==> src/rtl/add4_acc_ctl.sv <==
// Sequencer that accumulates NSAMP operands through an external 4-bit adder and hands out the total.
// Build option: define ADD4_ACC_SAT_EN to saturate the accumulator at 4'hF on carry-out instead of wrapping.
module add4_acc_ctl #(
    parameter int unsigned NSAMP = 4
) (
    input  logic       clk,
    input  logic       rst,
    input  logic [3:0] in_data,
    input  logic       in_valid,
    output logic       in_ready,
    output logic [3:0] opa,
    output logic [3:0] opb,
    input  logic [3:0] sum,
    input  logic       c4,
    output logic [3:0] res,
    output logic       res_ovf,
    output logic       res_valid,
    input  logic       res_ready
);

    localparam int unsigned DW = 4;
    localparam int unsigned CW = 4;
    localparam logic [CW-1:0] CNT_LAST = CW'(NSAMP);
    localparam logic [DW-1:0] ACC_MAX  = '1;

    typedef enum logic [1:0] {
        IDLE   = 2'd0,
        SETTLE = 2'd1,
        DONE   = 2'd2
    } state_t;

    state_t        state;
    logic [DW-1:0] acc;
    logic [CW-1:0] cnt;
    logic          ovf;

    logic [DW-1:0] acc_nxt;
    logic [CW-1:0] cnt_nxt;
    logic          ovf_nxt;

    // Values captured from the adder at the end of SETTLE
    always_comb begin
        ovf_nxt = ovf | c4;
        cnt_nxt = cnt + CW'(1);
`ifdef ADD4_ACC_SAT_EN
        acc_nxt = ovf_nxt ? ACC_MAX : sum;
`else
        acc_nxt = sum;
`endif
    end

    always_ff @(posedge clk) begin
        if (rst) begin
            state     <= IDLE;
            acc       <= '0;
            cnt       <= '0;
            ovf       <= 1'b0;
            opa       <= '0;
            opb       <= '0;
            in_ready  <= 1'b1;
            res       <= '0;
            res_ovf   <= 1'b0;
            res_valid <= 1'b0;
        end else begin
            case (state)
                IDLE: begin
                    if (in_valid) begin
                        opa      <= acc;
                        opb      <= in_data;
                        in_ready <= 1'b0;
                        state    <= SETTLE;
                    end
                end
                // Adder inputs have been stable for a full cycle; take its result
                SETTLE: begin
                    acc <= acc_nxt;
                    ovf <= ovf_nxt;
                    cnt <= cnt_nxt;
                    if (cnt_nxt == CNT_LAST) begin
                        state     <= DONE;
                        res       <= acc_nxt;
                        res_ovf   <= ovf_nxt;
                        res_valid <= 1'b1;
                        in_ready  <= 1'b0;
                    end else begin
                        state    <= IDLE;
                        in_ready <= 1'b1;
                    end
                end
                DONE: begin
                    if (res_ready) begin
                        state     <= IDLE;
                        acc       <= '0;
                        cnt       <= '0;
                        ovf       <= 1'b0;
                        opa       <= '0;
                        opb       <= '0;
                        res       <= '0;
                        res_ovf   <= 1'b0;
                        res_valid <= 1'b0;
                        in_ready  <= 1'b1;
                    end
                end
                default: begin
                    state     <= IDLE;
                    in_ready  <= 1'b1;
                    res_valid <= 1'b0;
                end
            endcase
        end
    end

endmodule

==> config.mk <==
export PLATFORM = sky130hd
export DESIGN_NAME = add4_acc_ctl
export DESIGN_NICKNAME = d
export VERILOG_FILES = /design/src/rtl/add4_acc_ctl.sv
export SDC_FILE = /design/constraint.sdc
export NUM_CORES = 1
export LEC_CHECK = 0
export BUFFER_PORTS_ARGS = -buffer_cell sky130_fd_sc_hd__buf_4
export CAP_MARGIN = 20
export CELL_PAD_IN_SITES_DETAIL_PLACEMENT = 0
export CELL_PAD_IN_SITES_GLOBAL_PLACEMENT = 1
export CORE_ASPECT_RATIO = 1.4
export CORE_UTILIZATION = 38
export DETAILED_ROUTE_END_ITERATION = 12
export PLACE_DENSITY = 0.81
export SETUP_SLACK_MARGIN = 0.5
export SLEW_MARGIN = 20
export SYNTH_ARGS = -nofsm -noshare
export SYNTH_HDL_FRONTEND = slang
export SYNTH_SLANG_ARGS = --single-unit
export TNS_END_PERCENT = 1
==> constraint.sdc <==
create_clock -name clk -period 1.4 [get_ports clk]
set_input_delay 0.14 -clock clk [delete_from_list [all_inputs] [get_ports clk]]
set_output_delay 0.14 -clock clk [all_outputs]
set_load 0.01 [all_outputs]
# Word-level counts from Yosys, hierarchy flattened

Cells that the tools add are included.

Bits in registers: 26
Latch bits: 0
Memory bits (writable): 0
ROM bits: 0
Input bits: 13
Output and inout bits: 15
Logic and storage cells: 50
Memories: 0

$add $sub $neg: 1
Multipliers: 0
Divide/modulo/power cells: 0
Order comparisons: 0
Equal/unequal tests: 6
Shifts and indexed selects: 0
Mux-type cells: 23
Bitwise logic cells: 2
Reductions and logical operators: 8

Operator list:

| cell                | count |
|---|---|
| $pmux 4 s2          | 5 |
| $mux 4              | 4 |
| $reduce_and 3->1    | 3 |
| $mux 1              | 6 |
| $mux 2              | 3 |
| $ne 2x2->1 const B  | 3 |
| $pmux 1 s3          | 2 |
| $pmux 2 s3          | 1 |
| $add 4x1->4 const B | 1 |
| $eq 4x3->1 const B  | 1 |
| $pmux 1 s2          | 2 |
| $reduce_and 2->1    | 2 |
| $reduce_bool 2->1   | 2 |
| $eq 2x1->1 const B  | 1 |
| $eq 2x2->1 const B  | 1 |
| $logic_not 2->1     | 1 |
| $not 1->1           | 1 |
| $or 1x1->1          | 1 |

# Longest topological paths before layout

Gate-level depths: netlist of the first run.

Depth after elaboration: 4
Gate-level depth with buffers: 5
Gate-level depth less buffers: 3

# Least setup slack after synthesis of the first run

No wires, ideal clock.

Path kind: reg-to-reg
Start: register cnt[0]
End: register cnt[2]
Arrival time: 1.085 ns
Data required time: 1.297 ns
Slack: 0.211 ns
Cell stages (with the launch flop): 4
Cells stage by stage: dfxtp_1 -> ha_1 -> and4b_1 -> a2111oi_2

Word-level cells in the longest chain between the ends: 2

RTL lines:

| what                   | line | text |
|---|---|---|
| start, declared        | 34   | `logic [CW-1:0] cnt;` |
| start signal, assigned | 78   | `cnt <= cnt_nxt;` |
| $add 4x1->4            | 44   | `cnt_nxt = cnt + CW'(1);` |
| $pmux 4 s2             | 65   | `case (state)` |

No other way between the ends.
A chain may end at the register's enable or synchronous reset.

# Worst setup path after layout of the first run

Start: register state[1]
End: register cnt[3]

Word-level cells in the longest chain between the ends: 3
Elaborated cells between the ends (all ways): 6
Classes of those cells: eq/ne: 3; mux: 1; reduce/logical: 2

RTL lines:

| what                                                             | line | text |
|---|---|---|
| start, declared                                                  | 32   | `state_t state;` |
| start signal, assigned                                           | 54   | `state <= IDLE;` |
| start signal, assigned                                           | 71   | `state <= SETTLE;` |
| start signal, assigned                                           | 80   | `state <= DONE;` |
| $eq 2x2->1 or $eq 2x1->1 (tied branches)                         | 65   |  |
| $ne 2x2->1 (no source line) or $reduce_bool 2->1 (tied branches) | --   |  |
| $reduce_and 2->1 (no source line)                                | --   |  |

Parallel ways exist; a longest one is shown, timed or not.

==> impl_metrics.json, run 1 <==
{
  "cts_root_buffer": "clkbuf_4",
  "route.antenna.remaining_nets": 0,
  "core_um2": 2640,
  "antenna_found_initial": 0,
  "hpwl_um": 1640,
  "cp.arrival_ns": 1.36,
  "hold_buffers": 0,
  "seqPwrFrac": 0.592,
  "final_cell_mix": "buf_4, dfxtp_1, nand2_1, a21oi_1, a22o_1",
  "fill_cells": 264,
  "slowest_stage": "dfxtp_4",
  "rr_startpoint": "state[1]",
  "yosysSeqAreaShare": 0.487,
  "totalNegativeSetupSlack_ns": 0,
  "num_io_pins": 28,
  "crit_cells": 3,
  "syn_inst": 106,
  "finalSetupViolations": 0,
  "drive_gt1_frac": 0.396,
  "ctsLongestPathBuffers": 2,
  "maxSlewHeadroom": 0.719,
  "async_flop_share": 0,
  "post-route-period-util": 0.786,
  "drtPass1Iterations": 4,
  "crit_fanout": 11,
  "p_per_area_nw_per_um2": 928,
  "synth_cell_type_count": 30,
  "min_path_cells": 2,
  "dr_total_vias": 883,
  "status": "finished, final reports clean",
  "timing.hold.worst.class": "in2reg",
  "hold_violations": 0,
  "grt_pass1_wl_um": 4030,
  "start_util": 0.405,
  "drt_iter0_markers": 14,
  "hold_start": "in_data[2]",
  "seq_area_um2": 533,
  "critPathMaxStageDelay_ns": 0.43,
  "switchingPower_w": 0.000315,
  "netlist_area_um2": 1070,
  "r2r_end": "cnt[3]",
  "synth_area_per_cell_um2": 10.1,
  "synth_edf_count": 0,
  "diodes": 0,
  "critical_path.top_delay_family": "flip-flops",
  "synth-seq-cells": 26,
  "switching_share": 0.238,
  "rsz0062_at_grt": "true",
  "path_cells": "buf_4 -> or3_1 -> a21oi_1",
  "grt.total_usage": 0.181,
  "clkTransAtPathRegs_ns": 0.14,
  "cp.required_ns": 1.66,
  "cts_tree": "done",
  "viasPerCell": 5.05,
  "synthFlopType": "dfxtp_1",
  "cts_buffers": 3,
  "fin_skew_ns": 0.00153,
  "grt_max_degree": 15,
  "die_width_um": 46.8,
  "place.gp.congestion": 0.779,
  "clock_latency_ns": 0.32,
  "tightest_slew_ns": 0.421,
  "irDropWorstVdd_v": 0.000605,
  "grt_overflow_total": 0,
  "hold-path-endpoint": "opb[2]",
  "area_growth_pct": 33.5,
  "p_int_w": 0.00101,
  "p_leak_nw": 0.614,
  "critPathLaunchType": "flop",
  "num-nets-final": 154,
  "slew_violations": 0,
  "r2r_cells": 3,
  "critPathKind": "reg2reg",
  "die_h_um": 64.8,
  "cts_sinks": 26,
  "dieArea_um2": 3030,
  "crit_buf_inv": 1,
  "multi_input_area_um2": 554,
  "fin_crit_ns": 1.10,
  "power_w": 0.00132,
  "route.detailed.drc": 0,
  "postRouteWirelength_um": 2340,
  "postSynthNetCount": 120,
  "comb_power_share": 0.123,
  "htreeDepth": 1,
  "layout_commonest_cell": "buf_4",
  "yosys_warnings": 0,
  "grt_pass1_vias": 906,
  "num_rows": 22,
  "ff2ff_setup_slack_ns": 0.30,
  "clkPwrFrac": 0.285,
  "drv_cap": 0,
  "wl_per_cell_um": 13.4,
  "max_freq_mhz": 909,
  "portBuffers": 27,
  "critPathCaptureType": "flop"
}
## state kept, by name, summed over array words and instances, names as in the netlist
signal	count
acc	4
in_ready	1
state	2
res	4
opa	4
res_ovf	1
opb	4
res_valid	1
cnt	4
ovf	1
## worst max path at each step
stage | from | endpoint | slack (ns)
2_1_floorplan | state[0] | res_ovf | 0.38
3_3_place_gp | state[1] | opa[0] | 0.16
3_5_place_dp | state[1] | opa[3] | 0.15
4_1_cts | state[0] | res_ovf | 0.30
5_1_grt | state[1] | opa[1] | 0.22
6_report | state[1] | cnt[3] | 0.30
## worst register-to-register path, cell delays in order, from the launching register on
cell	delay (ns)
dfxtp_4	0.43
buf_4	0.15
or3_1	0.34
a21oi_1	0.13
## cell families (layout without fill, tap and decap cells)
group	count (synthesis)	after routing	synth area share
adder cells (fa/ha/maj)	1	1	0.0117
flip-flops	26	26	0.487
AND/OR/NAND/NOR	40	40	0.216
multiplexers	6	6	0.0561
buffers and inverters	6	39	0.0374
AO/OA/AOI/OAI	27	27	0.192
## metal layers
metal	wire, um	global-route usage	vias up
met1	1050	0.234	409
li1	-	-	448
met3	79	0.0195	4
met5	0	0	-
met2	1170	0.290	22
met4	46	0.0857	0
## power groups by stage
stage,clock [W],combinational [W],sequential (W)
after global placement,0,0.000144,0.000805
final,0.000377,0.000163,0.000785
after CTS,0.000390,0.000164,0.000785
after floorplan,0,0.0000853,0.000804
after global routing,0.000419,0.000181,0.000790
after detailed placement,0,0.000145,0.000806
## what timing repair did
item / in CTS / in global routing
resized for setup: 3 / 0
endpoints found under the setup margin: 41 / 41
hold endpoints to repair: 0 / 0
setup buffers: 6 / 1
pin swaps: 1 / 0
## stage by stage
stage               worst slack [ns]  cell area (um^2)   util  hold slack, ns  cells
floorplan                      0.382              1120      -           0.273    106
global placement               0.156              1330  0.502           0.358    164
detailed placement             0.148              1330  0.502           0.361    164
CTS                            0.296              1420  0.537          0.0156    174
global route                   0.222              1430  0.540          0.0128    175
finish                         0.300              1430  0.540          0.0240    175
## cell usage after synthesis, types with 2 or more instances
cell type,number,area share
a21oi_1,10,0.047
nor2_1,4,0.014
nor3_1,2,0.0094
a22o_1,8,0.065
dfxtp_1,26,0.49
nand3_1,5,0.023
nand2b_1,2,0.012
nand2_1,18,0.063
mux2i_1,6,0.056
buf_4,2,0.014
o21ai_0,2,0.0094
a2111oi_2,2,0.028
buf_2,2,0.0094
## final cells by class
type                       instances  area share
clock buffer                       4      0.0254
inverter                           1     0.00263
multi-input combinational         74       0.388
sequential                        26       0.373
tap                               36      0.0316
timing repair buffer              34       0.179
No activity file was read; power rests on OpenSTA's default activity.
==> run 2, diff against run 1 <==
clock period = 1.1 ns   (was 1.4 ns; I/O delays follow)
==> impl_metrics.json, run 2 (synthesis results as in run 1) <==
{
  "diodes": 0,
  "crit_fanout": 8,
  "rsz0062_at_grt": "true",
  "post-route-period-util": 1.01,
  "maxSlewHeadroom": 0.781,
  "final_cell_mix": "buf_4, nand2_1, dfxtp_2, buf_6, a22o_1",
  "num_rows": 22,
  "timing.hold.worst.class": "in2reg",
  "area_growth_pct": 51.2,
  "viasPerCell": 5.09,
  "dp.cells": 170,
  "highest_layer": "met4",
  "route.met2.wl_um": 1280,
  "layout.cells.non_filler": 176,
  "route.antenna.remaining_nets": 0,
  "postLayoutCellArea_um2": 1620,
  "drive_gt1_frac": 0.564,
  "cts_root_buffer": "clkbuf_4",
  "clkTransAtPathRegs_ns": 0.15,
  "portBuffers": 27,
  "p_per_area_nw_per_um2": 1120,
  "slew_violations": 0,
  "grt.total_usage": 0.198,
  "cp.arrival_ns": 1.38,
  "grt_overflow_total": 0,
  "fin_skew_ns": 0.00919,
  "fin_util": 0.612,
  "grt_pass1_vias": 926,
  "critPathKind": "reg2reg",
  "cts_buffers": 3,
  "drtPass1Iterations": 4,
  "critPathCaptureType": "flop",
  "tightest_slew_ns": 0.329,
  "worst_slack_ns": -0.0136,
  "hold_ws_ns": 0.000171,
  "grt_max_degree": 16,
  "drv_cap": 0,
  "wl_per_cell_um": 14.0,
  "cts_tree": "done",
  "p_leak_nw": 0.657,
  "critPathLaunchType": "flop",
  "place.gp.congestion": 0.848,
  "hpwl_um": 1770,
  "finalSetupViolations": 1,
  "dr_total_vias": 895,
  "clock_latency_ns": 0.32,
  "route.detailed.drc": 0,
  "violations": "setup timing",
  "num_io_pins": 28,
  "max_freq_mhz": 898,
  "cts_sinks": 26,
  "die_h_um": 64.8,
  "placed_cell_area_um2": 1380,
  "fin_crit_ns": 1.11,
  "power_w": 0.00181,
  "dieArea_um2": 3030,
  "hold_violations": 0,
  "wl_met3_um": 94,
  "layout_commonest_cell": "buf_4",
  "num-nets-final": 155,
  "drt_iter0_markers": 3,
  "htreeDepth": 1,
  "fill_cells": 238,
  "core_um2": 2640,
  "ctsLongestPathBuffers": 2,
  "wirelength_met1_um": 1030,
  "irDropWorstVdd_v": 0.000774,
  "cp.required_ns": 1.36,
  "antenna_found_initial": 0,
  "die_width_um": 46.8,
  "status": "complete, but fails checks",
  "start_util": 0.405,
  "grt_pass1_wl_um": 4300,
  "postRouteWirelength_um": 2460
}
==> run 2: cell types whose count changed in the layout (fill, tap and decap cells not counted), moves of 2 or more <==
cell,before,now
a21oi_2,0,3
buf_4,34,18
a2111oi_2,2,0
dfxtp_2,1,16
a21oi_1,10,6
buf_6,0,16
dfxtp_1,22,7
a2111oi_4,0,2
==> run 2: path summary, 6_finish.rpt <==
kind                            startpoint  endpoint  slack, ns  depth (start not counted)
worst max-delay path              state[0]   res_ovf      -0.01                          3
worst min-delay path            in_data[2]    opb[2]     0.0002                          2
worst max register to register    state[0]   res_ovf      -0.01                          3
worst min register to register      acc[1]    acc[1]       0.48                          2
==> run 2: area by class of cell <==
type                       instances  area, um^2  share of cell area
timing repair buffer              35         335               0.207
inverter                           1        3.75             0.00232
clock buffer                       4        47.5              0.0294
tap                               36        45.0              0.0278
multi-input combinational         74         634               0.392
sequential                        26         552               0.341
==> run 2: critical path: stages (launching register included) <==
cell and delay, ns:
dfxtp_4 0.42, nor2b_4 0.25, and3_4 0.23, mux2i_1 0.17
==> run 2: through the flow <==
stage,setup TNS [ns],worst slack (ns)
CTS,-0.0114,-0.0114
global placement,-0.0444,-0.0383
detailed placement,-0.165,-0.109
floorplan,0,0.0818
finish,-0.0136,-0.0136
global route,-0.458,-0.0772
==> run 2: per-layer routing <==
layer	vias up	global-route usage
met5	-	0
met4	0	0.0893
met3	4	0.0418
met2	24	0.330
met1	417	0.231
li1	450	-
==> run 2: power breakdown <==
group          leakage (nW)  switching, W  internal [W]
Sequential            0.221     0.0000356      0.000974
Clock                0.0261      0.000280      0.000277
Combinational         0.410      0.000112      0.000135
Total                 0.657      0.000428       0.00139
==> run 2: what timing repair did <==
item | in CTS | in global routing
pin swaps | 9 | 6
setup endpoints to repair | 41 | 41
resized for setup | 44 | 4
buffers inserted | 2 | 0
hold endpoints to repair | 4 | 3
==> run 3, diff against run 2 <==
REMOVE_ABC_BUFFERS = 1   (was not set)
==> impl_metrics.json, run 3 (synthesis results as in run 1) <==
{
  "dieArea_um2": 3030,
  "comb_power_share": 0.125,
  "wl_per_cell_um": 13.4,
  "seqPwrFrac": 0.529,
  "hpwl_um": 1770,
  "irDropWorstVdd_v": 0.000807,
  "ctsLongestPathBuffers": 2,
  "rsz0062_at_grt": "true",
  "p_per_area_nw_per_um2": 1220,
  "power_w": 0.00188,
  "portBuffers": 27,
  "cts_buffers": 3,
  "violations": "setup timing",
  "grt_overflow_total": 0,
  "clkPwrFrac": 0.346,
  "drtPass1Iterations": 4,
  "route.antenna.remaining_nets": 0,
  "tightest_slew_ns": 0.273,
  "hold_violations": 0,
  "area_growth_pct": 43.9,
  "post-route-period-util": 1.08,
  "p_int_w": 0.00147,
  "cts_root_buffer": "clkbuf_4",
  "max_freq_mhz": 842,
  "finalSetupViolations": 14,
  "crit_start": "state[0]",
  "crit_fanout": 5,
  "drv_cap": 0,
  "antenna_found_initial": 0,
  "cp.arrival_ns": 1.47,
  "critPathCaptureType": "flop",
  "die_h_um": 64.8,
  "timing.hold.worst.class": "in2reg",
  "p_leak_nw": 0.677,
  "clock_latency_ns": 0.32,
  "hold_start": "in_data[1]",
  "grt.total_usage": 0.193,
  "grt_pass1_vias": 933,
  "cp.required_ns": 1.38,
  "totalNegativeSetupSlack_ns": -0.778,
  "drt_iter0_markers": 14,
  "cts_tree": "done",
  "layout_commonest_cell": "buf_4",
  "final_cell_mix": "buf_4, dfxtp_1, nand2_1, a21oi_1, buf_6",
  "die_width_um": 46.8,
  "status": "complete, but fails checks",
  "clkTransAtPathRegs_ns": 0.13,
  "critPathKind": "reg2reg",
  "rr_startpoint": "state[0]",
  "maxSlewHeadroom": 0.817,
  "dr_total_vias": 933,
  "worst_slack_ns": -0.0879,
  "num-nets-final": 163,
  "slew_violations": 0,
  "drive_gt1_frac": 0.459,
  "htreeDepth": 1,
  "start_util": 0.405,
  "num_io_pins": 28,
  "switching_share": 0.219,
  "critPathLaunchType": "flop",
  "core_um2": 2640,
  "diodes": 0,
  "fin_crit_ns": 1.19,
  "grt_max_degree": 16,
  "route.detailed.drc": 0,
  "cts_sinks": 26,
  "switchingPower_w": 0.000411,
  "grt_pass1_wl_um": 4220,
  "num_rows": 22,
  "place.gp.congestion": 0.758,
  "viasPerCell": 5.07,
  "fin_util": 0.582,
  "fin_skew_ns": 0.00343,
  "postRouteWirelength_um": 2470
}
[run 3: layer usage]
metal | part of all wire | track usage | up-vias
met5 | 0 | 0 | -
li1 | - | - | 465
met4 | 0.021 | 0.0964 | 0
met2 | 0.51 | 0.319 | 25
met1 | 0.43 | 0.231 | 439
met3 | 0.034 | 0.0279 | 4
[run 3: cell type report]
class,count,area (um^2)
clock inverter,1,30.0
timing repair buffer,43,354
clock buffer,3,22.5
inverter,1,3.75
fill,255,1100
sequential,26,534
tap,36,45.0
multi-input combinational,74,549
[run 3: path summary, 6_finish.rpt]
| check | cells past startpoint | to | slack, ns |
|---|---|---|---|
| worst min register to register | 2 | res_valid | 0.47 |
| worst max-delay path | 4 | opb[1] | -0.09 |
| worst min-delay path | 2 | opb[1] | 0.002 |
| worst max register to register | 4 | opb[1] | -0.09 |
[run 3: power groups by stage]
stage	clock network, W	registers, W	logic, W
5_1_grt	0.000708	0.000999	0.000259
3_5_place_dp	0	0.00101	0.000217
6_report	0.000649	0.000994	0.000236
2_1_floorplan	0	0.00103	0.0000832
4_1_cts	0.000668	0.000995	0.000233
3_3_place_gp	0	0.00101	0.000212
[run 3: repair_timing]
action | in CTS | in global routing
setup endpoints to repair | 41 | 41
resized for setup | 23 | 3
buffers inserted | 1 | 0
pin swaps | 5 | 7
endpoints found under the hold margin | 5 | 2
gates cloned | 1 | 0
[run 3: per-stage QoR]
stage | cell area [um^2] | std cells | hold slack, ns | setup WS, ns
6_report | 1540 | 184 | 0.00155 | -0.0879
5_1_grt | 1540 | 184 | -0.00763 | -0.186
4_1_cts | 1520 | 184 | -0.0164 | -0.0968
3_5_place_dp | 1390 | 178 | 0.332 | -0.101
3_3_place_gp | 1390 | 178 | 0.329 | -0.108
2_1_floorplan | 1030 | 101 | 0.179 | -0.295
[run 3: worst max-delay path, stage by stage, from the launching register on]
cell and delay, ns:
dfxtp_4 0.39, buf_6 0.12, nor4b_4 0.31, buf_2 0.20, a22o_1 0.13
